--- config.mk ---
export PLATFORM = sky130hd
export DESIGN_NAME = pulser_queued
export DESIGN_NICKNAME = d
export VERILOG_FILES = /design/src/rtl/pulser_pkg.sv /design/src/rtl/cmd_fifo.sv /design/src/rtl/pulser_queued.sv
export SDC_FILE = /design/constraint.sdc
export NUM_CORES = 1
export LEC_CHECK = 0
export BUFFER_PORTS_ARGS = -buffer_cell sky130_fd_sc_hd__buf_2
export CORE_MARGIN = 2
export CORE_UTILIZATION = 40
export CTS_BUF_LIST = sky130_fd_sc_hd__clkbuf_8
export CTS_CLUSTER_SIZE = 25
export DETAILED_ROUTE_END_ITERATION = 16
export GPL_TIMING_DRIVEN = 1
export PLACE_DENSITY = 0.57
export RECOVER_POWER = 100
export SETUP_SLACK_MARGIN = 0.02
export SLEW_MARGIN = 40
export SYNTH_ARGS = -nofsm -noshare
export SYNTH_HDL_FRONTEND = slang
export SYNTH_SLANG_ARGS = --single-unit
--- constraint.sdc ---
create_clock -name clk -period 5.14 [get_ports clk]
set_input_delay 0.514 -clock clk [delete_from_list [all_inputs] [get_ports clk]]
set_output_delay 0.514 -clock clk [all_outputs]
set_load 0.005 [all_outputs]
--- src/rtl/pulser_pkg.sv ---
// Shared definitions for the queued waveform pulser: default field widths,
// command field offsets, mode-bit positions and a command pack helper.
package pulser_pkg;

   localparam int D_AW      = 10;
   localparam int D_LW      = 12;
   localparam int D_NDEST   = 4;
   localparam int D_PW      = 14;
   localparam int D_FW      = 24;
   localparam int D_TSLICEL = 2;
   localparam int D_DEPTH   = 4;

   // bit positions inside the 2-bit mode field
   localparam int MODE_ZERO_BIT  = 0;
   localparam int MODE_PCONT_BIT = 1;

   typedef enum logic {
      ST_IDLE = 1'b0,
      ST_PLAY = 1'b1
   } play_state_t;

   typedef enum int {
      FLD_FREQ,
      FLD_PHASE,
      FLD_LEN,
      FLD_MIDX,
      FLD_MODE,
      FLD_DEST
   } field_e;

   function automatic int dest_width(input int ndest);
      return (ndest > 1) ? $clog2(ndest) : 1;
   endfunction

   function automatic int cmd_width(input int destw, input int aw, input int lw,
                                    input int pw, input int fw);
      return destw + 2 + aw + lw + pw + fw;
   endfunction

   // LSB of each command field; command is dest|mode|mindex|length|phase|freq
   function automatic int field_lsb(input field_e f, input int aw, input int lw,
                                    input int pw, input int fw);
      case (f)
         FLD_FREQ:  return 0;
         FLD_PHASE: return fw;
         FLD_LEN:   return fw + pw;
         FLD_MIDX:  return fw + pw + lw;
         FLD_MODE:  return fw + pw + lw + aw;
         default:   return fw + pw + lw + aw + 2;
      endcase
   endfunction

   localparam int D_DESTW = dest_width(D_NDEST);
   localparam int D_CW    = cmd_width(D_DESTW, D_AW, D_LW, D_PW, D_FW);

   // builds a command word at the default widths
   function automatic logic [D_CW-1:0] pack_cmd(input logic [D_DESTW-1:0] dest,
                                                input logic [1:0]         mode,
                                                input logic [D_AW-1:0]    mindex,
                                                input logic [D_LW-1:0]    length,
                                                input logic [D_PW-1:0]    phase,
                                                input logic [D_FW-1:0]    freq);
      return {dest, mode, mindex, length, phase, freq};
   endfunction

endpackage

--- src/rtl/cmd_fifo.sv ---
// Show-ahead command FIFO: rdata always presents the head entry.
// Pushes into a full queue and pops from an empty one are ignored.
module cmd_fifo #(
   parameter int DEPTH = 4,
   parameter int CW    = 64,
   localparam int LVW  = $clog2(DEPTH + 1)
) (
   input  logic           clk,
   input  logic           rst_n,
   input  logic           flush,
   input  logic           push,
   input  logic [CW-1:0]  wdata,
   input  logic           pop,
   output logic [CW-1:0]  rdata,
   output logic           full,
   output logic           empty,
   output logic [LVW-1:0] level
);

   localparam int PTRW = $clog2(DEPTH);

   logic [CW-1:0]   mem [DEPTH];
   logic [PTRW-1:0] wr_ptr;
   logic [PTRW-1:0] rd_ptr;
   logic [LVW-1:0]  count;
   logic            push_ok;
   logic            pop_ok;

   assign full    = (count == LVW'(DEPTH));
   assign empty   = (count == '0);
   assign push_ok = push && !full;
   assign pop_ok  = pop && !empty;
   assign rdata   = mem[rd_ptr];
   assign level   = count;

   // storage array
   always_ff @(posedge clk or negedge rst_n) begin
      if (!rst_n) begin
         for (int i = 0; i < DEPTH; i++) mem[i] <= '0;
      end else if (push_ok && !flush) begin
         mem[wr_ptr] <= wdata;
      end
   end

   // pointers and occupancy; flush empties the queue
   always_ff @(posedge clk or negedge rst_n) begin
      if (!rst_n) begin
         wr_ptr <= '0;
         rd_ptr <= '0;
         count  <= '0;
      end else if (flush) begin
         wr_ptr <= '0;
         rd_ptr <= '0;
         count  <= '0;
      end else begin
         if (push_ok) wr_ptr <= wr_ptr + PTRW'(1);
         if (pop_ok)  rd_ptr <= rd_ptr + PTRW'(1);
         case ({push_ok, pop_ok})
            2'b10:   count <= count + LVW'(1);
            2'b01:   count <= count - LVW'(1);
            default: count <= count;
         endcase
      end
   end

endmodule

--- src/rtl/pulser_queued.sv ---
// Queued waveform pulser: accepts packed commands into a small FIFO and
// plays them back-to-back, driving waveform index, phase and channel select.
//
// state   | meaning
// --------+----------------------------------------------------------
// ST_IDLE | no pulse playing; loads the queue head when one is present
// ST_PLAY | pulse playing; on its last cycle loads the next head if any
module pulser_queued
   import pulser_pkg::*;
#(
   parameter int AW      = D_AW,
   parameter int LW      = D_LW,
   parameter int NDEST   = D_NDEST,
   parameter int PW      = D_PW,
   parameter int FW      = D_FW,
   parameter int TSLICEL = D_TSLICEL,
   parameter int DEPTH   = D_DEPTH,
   localparam int DESTW  = dest_width(NDEST),
   localparam int CW     = cmd_width(DESTW, AW, LW, PW, FW),
   localparam int LVW    = $clog2(DEPTH + 1)
) (
   input  logic                 clk,
   input  logic                 rst_n,
   input  logic [CW-1:0]        cmd,
   input  logic                 cmd_valid,
   output logic                 cmd_ready,
   input  logic                 flush,
   output logic                 overflow,
   output logic                 done,
   output logic [LVW-1:0]       level,
   output logic                 active,
   output logic [NDEST-1:0]     qsel,
   output logic [AW-1:0]        mindex,
   output logic [16:0]          phase,
   output logic [16+TSLICEL:0]  ts_phstep,
   output logic                 zero
);

   // phase accumulator keeps only the bits below the time-slice field
   localparam int PAW       = FW - TSLICEL;
   localparam int FREQ_LSB  = field_lsb(FLD_FREQ,  AW, LW, PW, FW);
   localparam int PHASE_LSB = field_lsb(FLD_PHASE, AW, LW, PW, FW);
   localparam int LEN_LSB   = field_lsb(FLD_LEN,   AW, LW, PW, FW);
   localparam int MIDX_LSB  = field_lsb(FLD_MIDX,  AW, LW, PW, FW);
   localparam int MODE_LSB  = field_lsb(FLD_MODE,  AW, LW, PW, FW);
   localparam int DEST_LSB  = field_lsb(FLD_DEST,  AW, LW, PW, FW);

   play_state_t       state;
   logic [AW-1:0]     mindex_r;
   logic [LW-1:0]     length_r;
   logic [FW-1:0]     freq_r;
   logic [PAW-1:0]    phase_acc;
   logic [NDEST-1:0]  qsel_r;
   logic              zero_r;
   logic              done_r;

   logic [CW-1:0]     head;
   logic              fifo_full;
   logic              fifo_empty;
   logic              push;
   logic              pop;

   logic [DESTW-1:0]  hd_dest;
   logic [1:0]        hd_mode;
   logic [AW-1:0]     hd_midx;
   logic [LW-1:0]     hd_len;
   logic [PW-1:0]     hd_phase;
   logic [FW-1:0]     hd_freq;
   logic [NDEST-1:0]  hd_qsel;
   logic [PAW-1:0]    step;

   assign cmd_ready = !fifo_full;
   assign push      = cmd_valid && !fifo_full && !flush;
   assign overflow  = cmd_valid && fifo_full && !flush;
   assign pop       = !fifo_empty && !flush &&
                      ((state == ST_IDLE) || (length_r == LW'(1)));

   cmd_fifo #(
      .DEPTH (DEPTH),
      .CW    (CW)
   ) u_cmd_fifo (
      .clk   (clk),
      .rst_n (rst_n),
      .flush (flush),
      .push  (push),
      .wdata (cmd),
      .pop   (pop),
      .rdata (head),
      .full  (fifo_full),
      .empty (fifo_empty),
      .level (level)
   );

   assign hd_dest  = head[DEST_LSB  +: DESTW];
   assign hd_mode  = head[MODE_LSB  +: 2];
   assign hd_midx  = head[MIDX_LSB  +: AW];
   assign hd_len   = head[LEN_LSB   +: LW];
   assign hd_phase = head[PHASE_LSB +: PW];
   assign hd_freq  = head[FREQ_LSB  +: FW];
   assign step     = freq_r[PAW-1:0];

   // one-hot channel select for the head command; out-of-range dest selects nothing
   always_comb begin
      hd_qsel = '0;
      if (int'(hd_dest) < NDEST) hd_qsel[hd_dest] = 1'b1;
   end

   // playback FSM with index, length and phase accumulators
   always_ff @(posedge clk or negedge rst_n) begin
      if (!rst_n) begin
         state     <= ST_IDLE;
         mindex_r  <= '0;
         length_r  <= '0;
         freq_r    <= '0;
         phase_acc <= '0;
         qsel_r    <= '0;
         zero_r    <= 1'b0;
         done_r    <= 1'b0;
      end else if (flush) begin
         state  <= ST_IDLE;
         qsel_r <= '0;
         done_r <= 1'b0;
      end else begin
         done_r <= 1'b0;
         if (pop) begin
            if (hd_len == '0) begin
               // empty command is discarded; a pulse ending now still ends
               state  <= ST_IDLE;
               qsel_r <= '0;
            end else begin
               state    <= ST_PLAY;
               qsel_r   <= hd_qsel;
               mindex_r <= hd_midx;
               length_r <= hd_len;
               freq_r   <= hd_freq;
               zero_r   <= hd_mode[MODE_ZERO_BIT];
               done_r   <= (hd_len == LW'(1));
               if (!hd_mode[MODE_PCONT_BIT]) begin
                  phase_acc <= PAW'(hd_phase) << (PAW - PW);
               end else if (state == ST_PLAY) begin
                  // keep advancing across the boundary so the phase has no jump
                  phase_acc <= phase_acc + step;
               end
            end
         end else if (state == ST_PLAY) begin
            if (length_r == LW'(1)) begin
               state  <= ST_IDLE;
               qsel_r <= '0;
            end else begin
               mindex_r  <= mindex_r + AW'(1);
               length_r  <= length_r - LW'(1);
               phase_acc <= phase_acc + step;
               done_r    <= (length_r == LW'(2));
            end
         end
      end
   end

   assign active    = (state == ST_PLAY);
   assign done      = done_r;
   assign qsel      = qsel_r;
   assign mindex    = mindex_r;
   assign phase     = phase_acc[PAW-1 -: 17];
   assign ts_phstep = freq_r[FW-1 -: 17+TSLICEL];
   assign zero      = zero_r;

endmodule

**Yosys cells after proc, flatten, opt, wreduce, memory -nomap -nowiden**

Index checks and enable logic that the tools add are counted.
Widths: inputs -> output; s select.

- Add/sub/neg operators: 7
- Order comparisons: 5
- Equal/unequal tests: 9
- Multiplexer cells: 43
- Bitwise gates (word level): 5
- Reductions and logical operators: 27

Operators with widths:

| cell | number |
|---|---|
| $bwmux 256 | 1 |
| $mux 64 | 3 |
| $mux 22 | 6 |
| $bmux 64 s2 | 1 |
| $demux 64 s2 | 1 |
| $mux 12 | 4 |
| $mux 10 | 4 |
| $eq 12x1->1 const B | 2 |
| $add 22x22->22 | 1 |
| $mux 4 | 5 |
| $eq 12x2->1 const B | 1 |
| $logic_not 12->1 | 1 |
| $sub 12x1->12 const B | 1 |
| $logic_and 1x1->1 | 11 |
| $mux 1 | 11 |
| $add 10x1->10 const B | 1 |
| $reduce_bool 3->1 | 3 |
| $mux 2 | 4 |
| $ge 3x3->1 const B | 2 |
| $not 2->3 | 2 |
| $pmux 3 s2 | 1 |
| $reduce_bool 2->1 | 3 |
| $reduce_and 5->1 | 1 |
| $add 2x1->2 const B | 2 |
| other kinds (20) | 24 |

- Register bits: 338
- Output and inout port bits: 58

**Depth between registers and ports, before layout**

- Depth in word-level cells: 11
- Depth in mapped cells: 12
- Gate-level depth less buffers: 11

**Hierarchy**

Synthesis repeated with hierarchy kept, for this count alone.

- Cells, all modules: 1219
- Area, all modules: 16228.1 µm²

By module, submodules not included:

| module | times used | cells an instance | area an instance (µm²) |
|---|---|---|---|
| cmd_fifo | 1 | 678 | 11453.5 |
| pulser_queued | 1 | 541 | 4774.6 |

**Least setup slack after synthesis**

Ideal clock, no wire load.

- Kind: flip-flop to flip-flop
- From: reg u_cmd_fifo.rd_ptr[0]
- To: reg phase_acc[19]
- Setup time: 0.125 ns
- Data arrival time: 2.387 ns
- Path slack: 2.628 ns
- Stages on the path, launching flop included: 9
- Clock period less this slack: 2.512 ns
- Cells stage by stage: dfrtp_1 -> buf_4 -> buf_6 -> buf_2 -> mux4_2 -> nor2_1 -> clkbuf_1 -> o21ai_1 -> mux2_2

- Longest elaborated chain between the ends: 7
- Elaborated cells between the ends (all ways): 11
- Classes of those cells: eq/ne: 2; mux: 6; bitwise: 1; reduce/logical: 2

RTL lines:

| what | line | RTL |
|---|---|---|
| start: declaration | cmd_fifo.sv:24 | `logic [PTRW-1:0] rd_ptr;` |
| start signal: assignment | cmd_fifo.sv:57 | `if (pop_ok) rd_ptr <= rd_ptr + PTRW'(1);` |
| $not 2->3 (implied by the code) (*) | cmd_fifo.sv:33 | `assign rdata = mem[rd_ptr];` |
| $bmux 64 s2 (*) | cmd_fifo.sv:33 |  |
| $mux 64 (implied by the code) (*) (2 in series) | cmd_fifo.sv:33 |  |
| $logic_not 12->1 / $mux 22 (equally long branches) | pulser_queued.sv:126, pulser_queued.sv:138 |  |
| $ne 3x2->1 (no line), or another cell as far along | - |  |
| $reduce_and 5->1 (no line) / $mux 22 (equally long branches) | - |  |
| end signal: assignment | pulser_queued.sv:139 | `phase_acc <= PAW'(hd_phase) << (PAW - PW);` |
| end signal: assignment | pulser_queued.sv:142 | `phase_acc <= phase_acc + step;` |
| end signal: assignment | pulser_queued.sv:152 | `phase_acc <= phase_acc + step;` |
| end: declaration | pulser_queued.sv:52 | `logic [PAW-1:0] phase_acc;` |

Mark *: on every way between the ends. The rest lies on a longest branch, timed or not. The select of a mux whose other input is x is not followed.
A chain may end at the register's enable or synchronous reset.

**Worst setup path after layout**

- From: reg u_cmd_fifo.count[2] (netlist: u_cmd_fifo.level[2])
- To: reg u_cmd_fifo.mem[157] in the netlist's numbering

- Longest elaborated chain between the ends: 6

RTL lines:

| what | line | RTL |
|---|---|---|
| start: declaration | cmd_fifo.sv:25 | `logic [LVW-1:0] count;` |
| start signal: assignment | cmd_fifo.sv:59 | `2'b10: count <= count + LVW'(1);` |
| start signal: assignment | cmd_fifo.sv:60 | `2'b01: count <= count - LVW'(1);` |
| start signal: assignment | cmd_fifo.sv:61 | `default: count <= count;` |
| $eq 3x3->1 (*) | cmd_fifo.sv:29 | `assign full = (count == LVW'(DEPTH));` |
| $logic_not 1->1 (*) | cmd_fifo.sv:31, pulser_queued.sv:73 |  |
| $logic_and 1x1->1 (2 in series) | pulser_queued.sv:73 | `assign push = cmd_valid && !fifo_full && !flush;` |
| $logic_and 1x1->1 (*) | cmd_fifo.sv:31 | `assign push_ok = push && !full;` |
| $logic_and 1x1->1 (*) | cmd_fifo.sv:40 | `end else if (push_ok && !flush) begin` |
| end signal: indexed assignment | cmd_fifo.sv:41 | `mem[wr_ptr] <= wdata;` |
| end: declaration | cmd_fifo.sv:22 | `logic [CW-1:0] mem [DEPTH];` |

Mark *: on every way between the ends. The rest lies on a longest branch, timed or not.

==> impl_metrics.json <==
{
  "outcome": "complete, but fails checks",
  "failed_checks": "capacitance limit, slew limit",
  "floorplan.die_area_um2": 42200,
  "grt_setup_unrepaired": "no",
  "gp_routability_congestion": 0.865,
  "yosysMostFrequentCell": "dfrtp_1",
  "number_of_enable_flip_flop_cells_after_synthesis": 0,
  "syn2layout_area_growth_pct": 12.7,
  "largest_net_degree_at_the_start_of_global_routing": 104,
  "worst_vdd_drop_mv": 0.296,
  "buffer_ports.inserted": 125,
  "critPathMaxStageDelay_ns": 1.35,
  "post-route-cell-area_um2": 18300,
  "post-layout-total-power_mw": 11.7,
  "worst_path_max_delay_cell": "nand2_1",
  "syn-instance-count": 1208,
  "postSynth.topFlopCell": "dfrtp_1",
  "synth_top_area_cell": "dfrtp_1",
  "die_h_um": 205,
  "num-fill-cells": 3675,
  "timing.final.hold_violations": 0,
  "pin_count": 126,
  "clock-root-buffer": "clkbuf_8",
  "rows": 73,
  "core_um2": 39900,
  "critical_path.startpoint_type": "register",
  "drt_drc_violations_left": 0,
  "global_route.usage.total": 0.188,
  "drt_first_iter_violations": 509,
  "yosys.cell_types.count": 63,
  "max_freq_mhz": 244,
  "drt_first_pass_iters": 5,
  "synthesis.area_per_instance_um2": 13.4,
  "cts_sinks": 338,
  "synth_seq_cells": 338,
  "postCtsHoldBufs": 1,
  "ys.warnings.count": 0,
  "floorplan.initialDensity": 0.406,
  "p_leak_nw": 8.17,
  "fin_crit_sh": 0.798,
  "worst-setup-path-type": "register to register",
  "hp-start": "cmd[56]",
  "number_of_vias_in_the_routed_layout": 10200,
  "htree_num_levels": 2,
  "measured_slew_at_the_worst_slew_check_pin_ns": 2.82,
  "report.final.setup_viol": 0,
  "synth.top_cell.area_share": 0.522,
  "crit-reg2reg-launch": "u_cmd_fifo.level[2]",
  "synth.cell_area_um2": 16200,
  "post_cts_resized": 0,
  "placement.cell_area_um2": 17200,
  "multiInputGateArea_um2": 7120,
  "critPathCaptureType": "register",
  "grt_antenna_before_repair": 5,
  "crit_chain": "nand3_1 > and3_1 > nand2_1 > clkbuf_2 > mux2_2",
  "cellPowerDensity_nw_per_um2": 639,
  "detail_route.wl_per_cell_um": 20.4,
  "most_frequent_cells_after_synthesis": "dfrtp_1 (338), mux2_2 (264), mux4_2 (64)",
  "post_route_core_utilization": 0.458,
  "max-slew-margin-rel": -0.883,
  "cts_tree": "done",
  "die_width_um": 205,
  "cts_buffers": 57,
  "final_nets": 1409,
  "buffer_levels_on_the_longest_clock_path": 3,
  "slew_viol_final": 247,
  "synthArstFlopShare": 1.00,
  "yosysSeqAreaShare": 0.522,
  "grt_pass1_vias": 10800,
  "synth.net_count": 1307,
  "worst_ep_required_time_ns": 5.62,
  "post_synth_main_area_contributors": "dfrtp_1 (52%), mux2_2 (18%), mux4_2 (8.9%), ha_1 (2.2%), buf_4 (1.7%)",
  "hold_path_class": "input pin to register",
  "area.sequential_um2": 8470,
  "worst-path-max-fanout": 33,
  "grt-ovfl-total": 0,
  "drv.max_cap_violation_count": 6,
  "layout-drive-gt1-share": 0.386,
  "hpwl_mm": 24.9,
  "fin_setup_tns_ns": 0,
  "clk_pin_slew_worst_paths_ns": 0.06,
  "finalWirelength_mm": 38.4,
  "cts_setup_buffers": 0,
  "crit_start": "u_cmd_fifo.level[2]",
  "grt_first_pass_wirelength_mm": 61.1,
  "fin_worst_skew_ns": 0.0300,
  "arrival_ns": 4.58,
  "fin_hold_ws_ns": 0.172,
  "layout_min_cycle_time_ns": 4.10,
  "clk_latency_ns": 0.62,
  "remaining_antenna_violation_count": 0,
  "via_per_inst": 5.41
}
[cells by family (layout without fill, tap and decap cells)]
logic type      after synthesis  count (layout)  share of synthesized area
compound gates              164             164                     0.0631
xor+xnor                     14              14                    0.00756
fa+ha+maj                    31              31                     0.0248
buf+inv                     122             272                     0.0387
flops                       338             338                      0.522
mux                         352             352                      0.288
other cells                   0               1                          0
simple gates                187             187                     0.0557
[critical path, delay by kind of cell, from the launching register on]
kind / cells / cell delay, ns
buffers and inverters: 1 / 1.04
AND/OR/NAND/NOR: 3 / 1.97
multiplexers: 1 / 0.42
flip-flops: 1 / 0.50
[sequential cells by signal, summed over array words and instances (netlist names)]
name,flops
u_cmd_fifo.mem,256
done,1
zero,1
u_cmd_fifo.wr_ptr,2
length_r,12
u_cmd_fifo.rd_ptr,2
u_cmd_fifo.level,3
freq_r,24
qsel,4
phase_acc,22
active,1
mindex,10
[per-stage QoR]
stage | instances | setup slack [ns]
after floorplan | 1208 | 2.63
after global routing | 1884 | 0.773
after global placement | 1774 | 1.74
final | 1884 | 1.04
after CTS | 1883 | 1.68
after detailed placement | 1775 | 1.71
[report_power, final]
group          internal (mW)  leakage [nW]  switching, mW
clock network           1.37         0.707           1.11
logic                   2.35          3.26           2.05
registers               3.96          4.20          0.849
total                   7.68          8.17           4.00
[area by class of cell]
class,count,area share
flip-flops and latches,338,0.463
clock inverters,31,0.00890
well taps,525,0.0359
clock buffers,76,0.0572
diodes,1,0.000137
repair buffers,144,0.0405
multi-input cells,748,0.390
inverters,21,0.00431
[path summary, 6_finish.rpt]
path	depth (start not counted)	slack [ns]	to
worst max-delay path	5	1.04	u_cmd_fifo.mem[157]
worst min-delay path	2	0.17	u_cmd_fifo.mem[248]
worst max register to register	5	1.04	u_cmd_fifo.mem[157]
worst min register to register	2	0.49	phase_acc[3]
max in group asynchronous	4	1.69	u_cmd_fifo.mem[29]
min in group asynchronous	2	1.36	u_cmd_fifo.mem[220]
[placed cells by master, fill, tap and decap left out, types with 9 or more instances in the layout]
| cell type | netlist | layout |
|---|---|---|
| clkbuf_1 | 48 | 40 |
| nor3_1 | 23 | 23 |
| buf_2 | 13 | 88 |
| mux2_2 | 264 | 264 |
| o31ai_1 | 10 | 10 |
| nand2_1 | 59 | 58 |
| xnor2_1 | 9 | 9 |
| clkbuf_8 | 0 | 76 |
| nand2b_1 | 9 | 9 |
| nor2_1 | 42 | 41 |
| mux2_1 | 18 | 18 |
| dfrtp_1 | 338 | 336 |
| mux4_2 | 64 | 64 |
| ha_1 | 29 | 29 |
| o21ai_0 | 25 | 44 |
| a21oi_1 | 43 | 43 |
| nand3_1 | 13 | 13 |
| a21o_1 | 10 | 10 |
| inv_1 | 20 | 43 |
| o21ai_1 | 30 | 11 |
[layer usage]
| layer | global-route usage | vias to the layer above | part of all wire |
|---|---|---|---|
| li1 | - | 4646 | - |
| met1 | 0.253 | 5258 | 0.45 |
| met5 | 0 | - | 0.0013 |
| met3 | 0.0348 | 62 | 0.044 |
| met2 | 0.312 | 211 | 0.48 |
| met4 | 0.0506 | 8 | 0.019 |
Note: power is estimated with default switching activity, not from simulation.
